File: src/rtl/jtag_scan_master.sv
// jtag_scan_master: sequences one JTAG scan per request.
// A request is a DR scan, an IR scan, or a TAP reset. It is driven out on
// tck_o/tms_o/tdi_o, and the bits captured from tdo_i are returned as a response.
//
// Ports
//   clk, rst                 system clock, synchronous active-high reset
//   req_valid/req_ready      request handshake (op, len, data latched on accept)
//   req_op                   00 DR scan, 01 IR scan, 10 TAP reset, 11 reserved
//   req_len, req_data        shift length and TDI bits (LSB first)
//   rsp_valid/rsp_ready      response handshake
//   rsp_data, rsp_err        captured TDO bits, request-rejected flag
//   tck_o, tms_o, tdi_o      JTAG outputs
//   trstn_o                  TAP reset, low only while rst is applied
//   tdo_i                    JTAG input
//
// state   | meaning
// S_IDLE  | TAP parked in Run-Test/Idle, waiting for a request
// S_RESET | TMS=1 for five periods, then TMS=0 for one period
// S_HDR   | walk from Run-Test/Idle to Shift-DR or Shift-IR
// S_SHIFT | one period per bit; TMS=1 on the last bit (exit to Exit1)
// S_TAIL  | Exit1 -> Update -> Run-Test/Idle
// S_RESP  | response held until rsp_ready
module jtag_scan_master #(
  parameter int CLK_DIV = 4,
  parameter int MAX_LEN = 64
) (
  input  logic               clk,
  input  logic               rst,
  input  logic               req_valid,
  output logic               req_ready,
  input  logic [1:0]         req_op,
  input  logic [6:0]         req_len,
  input  logic [MAX_LEN-1:0] req_data,
  output logic               rsp_valid,
  input  logic               rsp_ready,
  output logic [MAX_LEN-1:0] rsp_data,
  output logic               rsp_err,
  output logic               tck_o,
  output logic               tms_o,
  output logic               tdi_o,
  output logic               trstn_o,
  input  logic               tdo_i
);

  typedef enum logic [2:0] {
    S_IDLE  = 3'd0,
    S_RESET = 3'd1,
    S_HDR   = 3'd2,
    S_SHIFT = 3'd3,
    S_TAIL  = 3'd4,
    S_RESP  = 3'd5
  } state_t;

  localparam logic [7:0] LP_DIV_LAST = 8'(CLK_DIV - 1);
  localparam logic [7:0] LP_MAX_LEN  = 8'(MAX_LEN);

  state_t               r_state;
  logic [7:0]           r_div;
  logic                 r_tck;
  logic                 r_tms;
  logic                 r_tdi;
  logic [6:0]           r_cnt;
  logic                 r_ir;
  logic [6:0]           r_len;
  logic [MAX_LEN-1:0]   r_sh;
  logic [MAX_LEN-1:0]   r_cap;
  logic                 r_err;
  logic                 r_trstn;

  state_t               w_state_nxt;
  logic [6:0]           w_cnt_nxt;
  logic [MAX_LEN-1:0]   w_sh_nxt;
  logic                 w_ir_nxt;
  logic [6:0]           w_len_nxt;
  logic                 w_load;
  logic                 w_tms_nxt;
  logic                 w_tdi_nxt;
  logic                 w_active;
  logic                 w_div_end;
  logic                 w_fall;
  logic                 w_rise;
  logic                 w_last;
  logic                 w_accept;
  logic                 w_bad;

  assign req_ready = (r_state == S_IDLE) && r_trstn;
  assign rsp_valid = (r_state == S_RESP);
  assign rsp_data  = r_cap;
  assign rsp_err   = r_err;
  assign tck_o     = r_tck;
  assign tms_o     = r_tms;
  assign tdi_o     = r_tdi;
  assign trstn_o   = r_trstn;

  assign w_accept  = req_valid && req_ready;
  assign w_bad     = (req_len == 7'd0) || ({1'b0, req_len} > LP_MAX_LEN) || (req_op == 2'b11);

  assign w_active  = (r_state == S_RESET) || (r_state == S_HDR) ||
                     (r_state == S_SHIFT) || (r_state == S_TAIL);
  assign w_div_end = w_active && (r_div == LP_DIV_LAST);
  // a period ends at the close of its high phase; the next one starts low
  assign w_fall    = w_div_end && r_tck;
  assign w_rise    = w_div_end && !r_tck;

  always_comb begin
    w_last = 1'b0;
    unique case (r_state)
      S_RESET: w_last = (r_cnt == 7'd5);
      S_HDR:   w_last = r_ir ? (r_cnt == 7'd3) : (r_cnt == 7'd2);
      S_SHIFT: w_last = (r_cnt == r_len - 7'd1);
      S_TAIL:  w_last = (r_cnt == 7'd1);
      default: w_last = 1'b0;
    endcase
  end

  always_comb begin
    w_state_nxt = r_state;
    w_cnt_nxt   = r_cnt;
    w_sh_nxt    = r_sh;
    w_ir_nxt    = r_ir;
    w_len_nxt   = r_len;
    w_load      = 1'b0;
    unique case (r_state)
      S_IDLE: begin
        if (w_accept) begin
          w_load    = 1'b1;
          w_cnt_nxt = 7'd0;
          w_sh_nxt  = req_data;
          w_ir_nxt  = (req_op == 2'b01);
          w_len_nxt = req_len;
          if (w_bad)                  w_state_nxt = S_RESP;
          else if (req_op == 2'b10)   w_state_nxt = S_RESET;
          else                        w_state_nxt = S_HDR;
        end
      end
      S_RESET, S_HDR, S_SHIFT, S_TAIL: begin
        if (w_fall) begin
          w_load = 1'b1;
          if (r_state == S_SHIFT) w_sh_nxt = r_sh >> 1;
          if (w_last) begin
            w_cnt_nxt = 7'd0;
            unique case (r_state)
              S_HDR:   w_state_nxt = S_SHIFT;
              S_SHIFT: w_state_nxt = S_TAIL;
              default: w_state_nxt = S_RESP;
            endcase
          end else begin
            w_cnt_nxt = r_cnt + 7'd1;
          end
        end
      end
      S_RESP: begin
        if (rsp_ready) w_state_nxt = S_IDLE;
      end
      default: w_state_nxt = S_IDLE;
    endcase
  end

  // TMS/TDI for the period that is about to start
  always_comb begin
    w_tms_nxt = 1'b0;
    unique case (w_state_nxt)
      S_RESET: w_tms_nxt = (w_cnt_nxt != 7'd5);
      S_HDR:   w_tms_nxt = w_ir_nxt ? (w_cnt_nxt <= 7'd1) : (w_cnt_nxt == 7'd0);
      S_SHIFT: w_tms_nxt = (w_cnt_nxt == w_len_nxt - 7'd1);
      S_TAIL:  w_tms_nxt = (w_cnt_nxt == 7'd0);
      default: w_tms_nxt = 1'b0;
    endcase
    w_tdi_nxt = (w_state_nxt == S_SHIFT) ? w_sh_nxt[0] : 1'b0;
  end

  always_ff @(posedge clk) begin
    if (rst) r_state <= S_IDLE;
    else     r_state <= w_state_nxt;
  end

  always_ff @(posedge clk) begin
    if (rst) begin
      r_div   <= 8'd0;
      r_tck   <= 1'b0;
      r_tms   <= 1'b0;
      r_tdi   <= 1'b0;
      r_cnt   <= 7'd0;
      r_ir    <= 1'b0;
      r_len   <= 7'd0;
      r_sh    <= '0;
      r_cap   <= '0;
      r_err   <= 1'b0;
      r_trstn <= 1'b0;
    end else begin
      r_trstn <= 1'b1;
      r_div   <= (w_active && !w_div_end) ? r_div + 8'd1 : 8'd0;
      r_tck   <= w_active && (w_div_end ? !r_tck : r_tck);
      r_cnt   <= w_cnt_nxt;
      r_ir    <= w_ir_nxt;
      r_len   <= w_len_nxt;
      r_sh    <= w_sh_nxt;
      if (w_load) begin
        r_tms <= w_tms_nxt;
        r_tdi <= w_tdi_nxt;
      end
      if (w_accept) begin
        r_cap <= '0;
        r_err <= w_bad;
      end else if (w_rise && (r_state == S_SHIFT)) begin
        for (int i = 0; i < MAX_LEN; i++) begin
          if (r_cnt == 7'(i)) r_cap[i] <= tdo_i;
        end
      end
    end
  end

endmodule

File: config.mk
export PLATFORM = sky130hd
export DESIGN_NAME = jtag_scan_master
export DESIGN_NICKNAME = d
export VERILOG_FILES = /design/src/rtl/jtag_scan_master.sv
export SDC_FILE = /design/constraint.sdc
export NUM_CORES = 1
export LEC_CHECK = 0
export BUFFER_PORTS_ARGS = -buffer_cell sky130_fd_sc_hd__buf_2
export CORE_MARGIN = 3
export CORE_UTILIZATION = 59
export DETAILED_ROUTE_END_ITERATION = 10
export PLACE_DENSITY = 0.94
export SLEW_MARGIN = 10
export SYNTH_ARGS = -nofsm -noshare
export SYNTH_HDL_FRONTEND = slang
export SYNTH_SLANG_ARGS = --single-unit
export TNS_END_PERCENT = 1
File: constraint.sdc
create_clock -name clk -period 9.4 [get_ports clk]
set_clock_uncertainty 0.2 [all_clocks]
set_input_delay 0.94 -clock clk [delete_from_list [all_inputs] [get_ports clk]]
set_output_delay 0.94 -clock clk [all_outputs]
set_load 0.01 [all_outputs]
==> results of run 1 <==
[cells in the final DEF, fill, tap and decap left out, types with 6 or more instances in the layout]
| cell type | Yosys | final |
|---|---|---|
| mux2i_1 | 11 | 11 |
| xnor2_1 | 14 | 14 |
| a22oi_1 | 66 | 66 |
| xor2_1 | 11 | 11 |
| nor3_1 | 14 | 14 |
| nor2_1 | 59 | 57 |
| and2_1 | 7 | 6 |
| inv_1 | 10 | 10 |
| buf_2 | 9 | 148 |
| ha_1 | 9 | 9 |
| and3_1 | 7 | 7 |
| buf_4 | 0 | 8 |
| dfxtp_1 | 159 | 159 |
| nand3_1 | 83 | 83 |
| clkbuf_16 | 0 | 17 |
| a21oi_1 | 137 | 137 |
| nand2_1 | 219 | 218 |
[flip-flops by register name (all words and copies together), names as in the netlist, 3 cells and up]
signal,count
r_cnt,7
rsp_data,64
r_sh,64
r_div,8
r_len,7
r_state,3
[power by group through the flow]
stage	Sequential, W	Combinational [W]	Clock (W)
5_1_grt	0.000714	0.000177	0.000724
6_report	0.000713	0.000161	0.000686
3_5_place_dp	0.000726	0.000156	0
3_3_place_gp	0.000725	0.000152	0
4_1_cts	0.000712	0.000158	0.000691
2_1_floorplan	0.000719	0.000119	0
[routing by layer]
| layer | vias to the layer above | GRT usage |
|---|---|---|
| met5 | - | 0 |
| met4 | 0 | 0.108 |
| met3 | 58 | 0.0971 |
| met2 | 368 | 0.458 |
| met1 | 3484 | 0.345 |
| li1 | 3555 | - |
[cell families after synthesis]
kind of cell / count (synthesis)
compound gates: 244
xor+xnor: 26
fa+ha+maj: 9
buf+inv: 86
flops: 159
mux: 14
simple gates: 423
[worst max path at each step]
stage	depth (start not counted)	slack [ns]	endpoint	from
floorplan	17	5.24	tms_o	req_valid
global placement	16	4.96	tms_o	req_valid
detailed placement	16	4.76	tms_o	req_valid
CTS	16	5.20	tms_o	req_valid
global route	16	4.97	tms_o	req_valid
finish	16	5.13	tms_o	req_valid
[layout make-up]
| class | count | area, um^2 |
|---|---|---|
| Tap cell | 168 | 210 |
| Multi-Input combinational cell | 716 | 3950 |
| Clock inverter | 10 | 110 |
| Fill cell | 929 | 3400 |
| Timing Repair Buffer | 156 | 801 |
| Sequential cell | 159 | 3180 |
| Inverter | 10 | 37.5 |
| Clock buffer | 22 | 474 |
[stage by stage]
stage               utilization  cells  area [um^2]
floorplan                     -    961         7440
global placement          0.672   1209         8180
detailed placement        0.672   1209         8180
CTS                       0.720   1241         8760
global route              0.720   1241         8760
finish                    0.720   1241         8760
[worst max-delay path, cell delays in order]
cell	delay, ns
buf_2	0.07
nand2_1	0.09
nor4_4	0.14
buf_4	0.73
mux2i_1	0.39
ha_1	0.29
inv_1	0.07
or3_1	0.33
xor2_1	0.17
nor2_1	0.06
a21oi_1	0.26
a211o_1	0.16
o211ai_1	0.09
nor4_1	0.32
nand4_1	0.14
a21boi_1	0.15
==> flow_summary_export.csv, run 1 <==
group,metric,value,unit
finish,diodes,0,
routing,wl_met2,9780,um
synth,yosys.area_share.simple,0.255,
synth,synthArstFlopShare,0,
grt,grt_pass1_wl,32800,um
sta,fin_crit,4.27,ns
floorplan,die_y,118,um
critical_path,r2r_end,"tms_o",
sta,rsz0062_at_grt,"false",
power_and_ir_drop,power.density,178,nW/um^2
synth,yosys.cell_count.top_type,"nand2_1",
worst_hold_path,hold_depth,2,
worst_hold_path,hp-class,"reg -> reg",
critical_path,worst_setup_path_start_kind,"input pin",
floorplan,io_pins,149,
synth,seq_area_frac_synth,0.428,
sta,finalMaxSlewViolations,0,
power_and_ir_drop,power_leakage,3.32,nW
power_and_ir_drop,max-vdd-ir-drop,159,uV
synth,synth_fp_nets,1048,
status,status,"completed",
finish,fin_nets,1147,
critical_path,rr_worst_depth,14,
grt,antenna_found_initial,0,
clock_network,cts_resized,0,
synth,ys_seq_elements,159,
grt,overflow,0,
floorplan,die_x,118,um
critical_path,worst_setup_path_end_kind,"flip-flop",
synth,synth_fa_ha_area_frac,0.0151,
sta,finalWorstSetupSlack,5.13,ns
place,finalWeightedCongestion,0.905,
floorplan,initial_core_util,0.612,
clock_network,tritoncts,"done",
clock_network,cts_hold_buf,0,
sta,tns,0,ns
power_and_ir_drop,clkPwrFrac,0.440,
routing,topRoutingLayerUsed,"met4",
routing,wl_met3,1930,um
routing,finalWirelength,20200,um
synth,synth-edff-count,0,
sta,final-hold-violation-count,0,
routing,via_per_inst,6.02,
power_and_ir_drop,p_total,0.00156,W
critical_path,worstPathRequired,9.57,ns
synth,synth_top_area_frac,0.428,
synth,yosysUniqueCellTypes,64,
place,dp_hpwl,12700,um
synth,synth_warnings,0,
flow_run,drv_cap,0,
critical_path,timing.rr.start,"r_state[0]",
synth,synth-xor-area-share,0.0316,
routing,wire_per_inst,16.3,um
synth,synth_area_leaders,"dfxtp_1, nand2_1, a21oi_1, a22oi_1, nand3_1",
sta,holdWs,0.250,ns
routing,drtPass1Iterations,6,
sta,slew_headroom,0.174,
clock_network,cts_setup_buffers,0,
sta,setup_viol,0,
power_and_ir_drop,p_int,0.00117,W
clock_network,path_clk_slew,0.06,ns
clock_network,h-tree-depth,4,
critical_path,critical_path_class,"in -> reg",
floorplan,dieArea,14000,um^2
place,post-place-ws,4.76,ns
worst_hold_path,holdCritStartpoint,"rsp_data[59]",
critical_path,cp_max_fo,84,
routing,via_count,7465,
power_and_ir_drop,pwr-share-seq,0.457,
synth,syn_inst,961,
sta,worst_slew_pin_slew,1.24,ns
clock_network,cts_root_buf,"clkbuf_16",
synth,yosys_most_used_dff,"dfxtp_1",
clock_network,cts.sinks,159,
sta,fmax,0.234,GHz
floorplan,fp-row-count,40,
power_and_ir_drop,switchingPower,0.000390,W
routing,m1WireLength,7940,um
finish,areaGrowthSynthToFinish,17.8,%
synth,synth-compound-area-share,0.204,
sta,post-route-period-util,0.454,
grt,grt_max_degree,88,
critical_path,regToRegSetupSlack,5.19,ns
place,io_buffers,148,
routing,drc,0,
power_and_ir_drop,p_sw_frac,0.250,
synth,synth_top_family_by_area,"simple AND/OR/NAND/NOR gates",
synth,muxShareOfSynthArea,0.0193,
clock_network,cts_inserted_buffers,17,
clock_network,worstSkewPairLatency,0.43,ns
routing,drtIter0Drc,873,
grt,grt_pass1_vias,6842,
finish,drive_gt1_frac,0.192,
synth,syn-cell-area,7440,um^2
routing,ant_nets,0,
synth,synth_top_area_cell,"dfxtp_1",
power_and_ir_drop,comb_power_share,0.103,
floorplan,design.core.area,12200,um^2
worst_hold_path,min_to,"rsp_data[59]",
synth,synthTopCellsByCount,"nand2_1, dfxtp_1, a21oi_1",
synth,syn_avg_cell_area,7.74,um^2
grt,track_usage,0.282,
critical_path,critPathArrivalTime,4.43,ns
clock_network,clockBufferDepth,2,
No activity file was read; power rests on OpenSTA's default activity.
==> run 2: changes to the inputs <==
CORE_UTILIZATION = 55   (was 59)
PLACE_DENSITY = 0.89   (was 0.94)
clock period = 4.3 ns   (was 9.4 ns; I/O delays follow)
==> flow_summary_export.csv, run 2 (synthesized netlist as in run 1, its figures left out) <==
group,metric,value,unit
place,dp_hpwl,12900,um
sta,worst_slew_pin_slew,1.09,ns
routing,finalWirelength,19700,um
finish,drive_gt1_frac,0.190,
critical_path,worst_setup_path_start_kind,"flip-flop",
critical_path,critical_path_class,"reg -> reg",
clock_network,tritoncts,"done",
power_and_ir_drop,power_leakage,3.32,nW
critical_path,critPathMaxStageDelay,0.73,ns
finish,final_common_cell,"nand2_1",
sta,setup_viol,0,
critical_path,cp_max_fo,76,
floorplan,initial_core_util,0.575,
finish,instances_no_fill,1244,
clock_network,cts_root_buf,"clkbuf_16",
routing,wire_per_inst,15.9,um
floorplan,die_y,122,um
finish,multi_input_area,3950,um^2
critical_path,path_buf_inv,1,
place,finalWeightedCongestion,0.881,
grt,overflow,0,
sta,tns,0,ns
critical_path,worstPathRequired,4.46,ns
clock_network,h-tree-depth,4,
routing,drc,0,
flow_run,drv_cap,0,
routing,topRoutingLayerUsed,"met4",
power_and_ir_drop,power.density,384,nW/um^2
clock_network,worstSkewPairLatency,0.42,ns
critical_path,worst_setup_path_end_kind,"flip-flop",
floorplan,design.core.area,12900,um^2
critical_path,path_cells,"nor4_4 -> buf_4 -> mux2i_1 -> xnor2_1 -> and4b_1 -> o21ai_0 -> o211ai_1 -> nor4_1 -> nand4_1 -> a21boi_1",
critical_path,cp_slowest_cell,"buf_4",
routing,drtIter0Drc,704,
critical_path,worst_path_dominant_cell_family,"simple AND/OR/NAND/NOR gates",
floorplan,die_x,122,um
finish,final_cell_mix,"nand2_1, dfxtp_1, buf_2, a21oi_1, nand3_1",
routing,via_per_inst,5.86,
sta,finalMaxSlewViolations,0,
clock_network,cts.sinks,159,
routing,wl_met2,9520,um
place,dp.cells,1215,
clock_network,cts_resized,0,
routing,via_count,7285,
sta,holdWs,0.0695,ns
floorplan,dieArea,15000,um^2
sta,post-route-period-util,0.869,
finish,diodes,0,
grt,track_usage,0.262,
power_and_ir_drop,max-vdd-ir-drop,332,uV
floorplan,fp-row-count,41,
critical_path,critPathArrivalTime,3.90,ns
routing,wl_met3,1600,um
floorplan,io_pins,149,
worst_hold_path,holdCritStartpoint,"req_data[63]",
sta,fmax,0.267,GHz
grt,antenna_found_initial,0,
finish,regArea,3180,um^2
place,io_buffers,148,
worst_hold_path,hp-class,"in -> reg",
finish,areaGrowthSynthToFinish,17.6,%
finish,fill_cells,1067,
clock_network,clockBufferDepth,2,
grt,grt_pass1_wl,31700,um
sta,slew_headroom,0.274,
routing,ant_nets,0,
clock_network,cts_hold_buf,0,
grt,grt_max_degree,87,
sta,final-hold-violation-count,0,
critical_path,timing.rr.start,"r_state[0]",
finish,fin_util,0.677,
critical_path,startpoint,"r_state[0]",
clock_network,cts_inserted_buffers,17,
sta,fin_crit,3.74,ns
routing,m1WireLength,8110,um
clock_network,path_clk_slew,0.06,ns
finish,fin_nets,1149,
status,status,"completed",
sta,rsz0062_at_grt,"false",
power_and_ir_drop,p_total,0.00336,W
grt,grt_pass1_vias,6501,
routing,drtPass1Iterations,6,
clock_network,cts_setup_buffers,0,
## run 2: per-stage QoR
step	area, um^2	setup slack (ns)
finish	8750	0.562
global route	8750	0.248
CTS	8750	0.572
detailed placement	8200	0.585
global placement	8200	0.731
floorplan	7440	0.546
## run 2: path summary, 6_finish.rpt
check                 end  slack (ns)  cells after the start
max                 tms_o        0.56                     10
min              r_sh[63]        0.07                      3
min reg2reg  rsp_data[39]        0.25                      2
max reg2reg         tms_o        0.56                     10
## run 2: routing by layer
metal / GRT usage / vias up
met3: 0.0770 / 46
met1: 0.336 / 3367
met5: 0 / -
met2: 0.417 / 313
met4: 0.0980 / 0
li1: - / 3559
## run 2: tightest hold or removal path, stage by stage
cell and delay (ns):
buf_2 0.08, a22oi_1 0.06, nor2_1 0.08
## run 2: where the power goes
part	internal [W]	switching (W)	total, W
clock	0.000872	0.000579	0.00145
combinational	0.000140	0.000209	0.000348
sequential	0.00152	0.0000380	0.00156
total	0.00253	0.000826	0.00336
## run 2: final cells by class
type                    count  share of cell area
well taps                 172              0.0246
clock inverters             7              0.0102
repair buffers            158              0.0932
inverters                  10             0.00429
clock buffers              22              0.0531
multi-input cells         716               0.451
flip-flops and latches    159               0.364
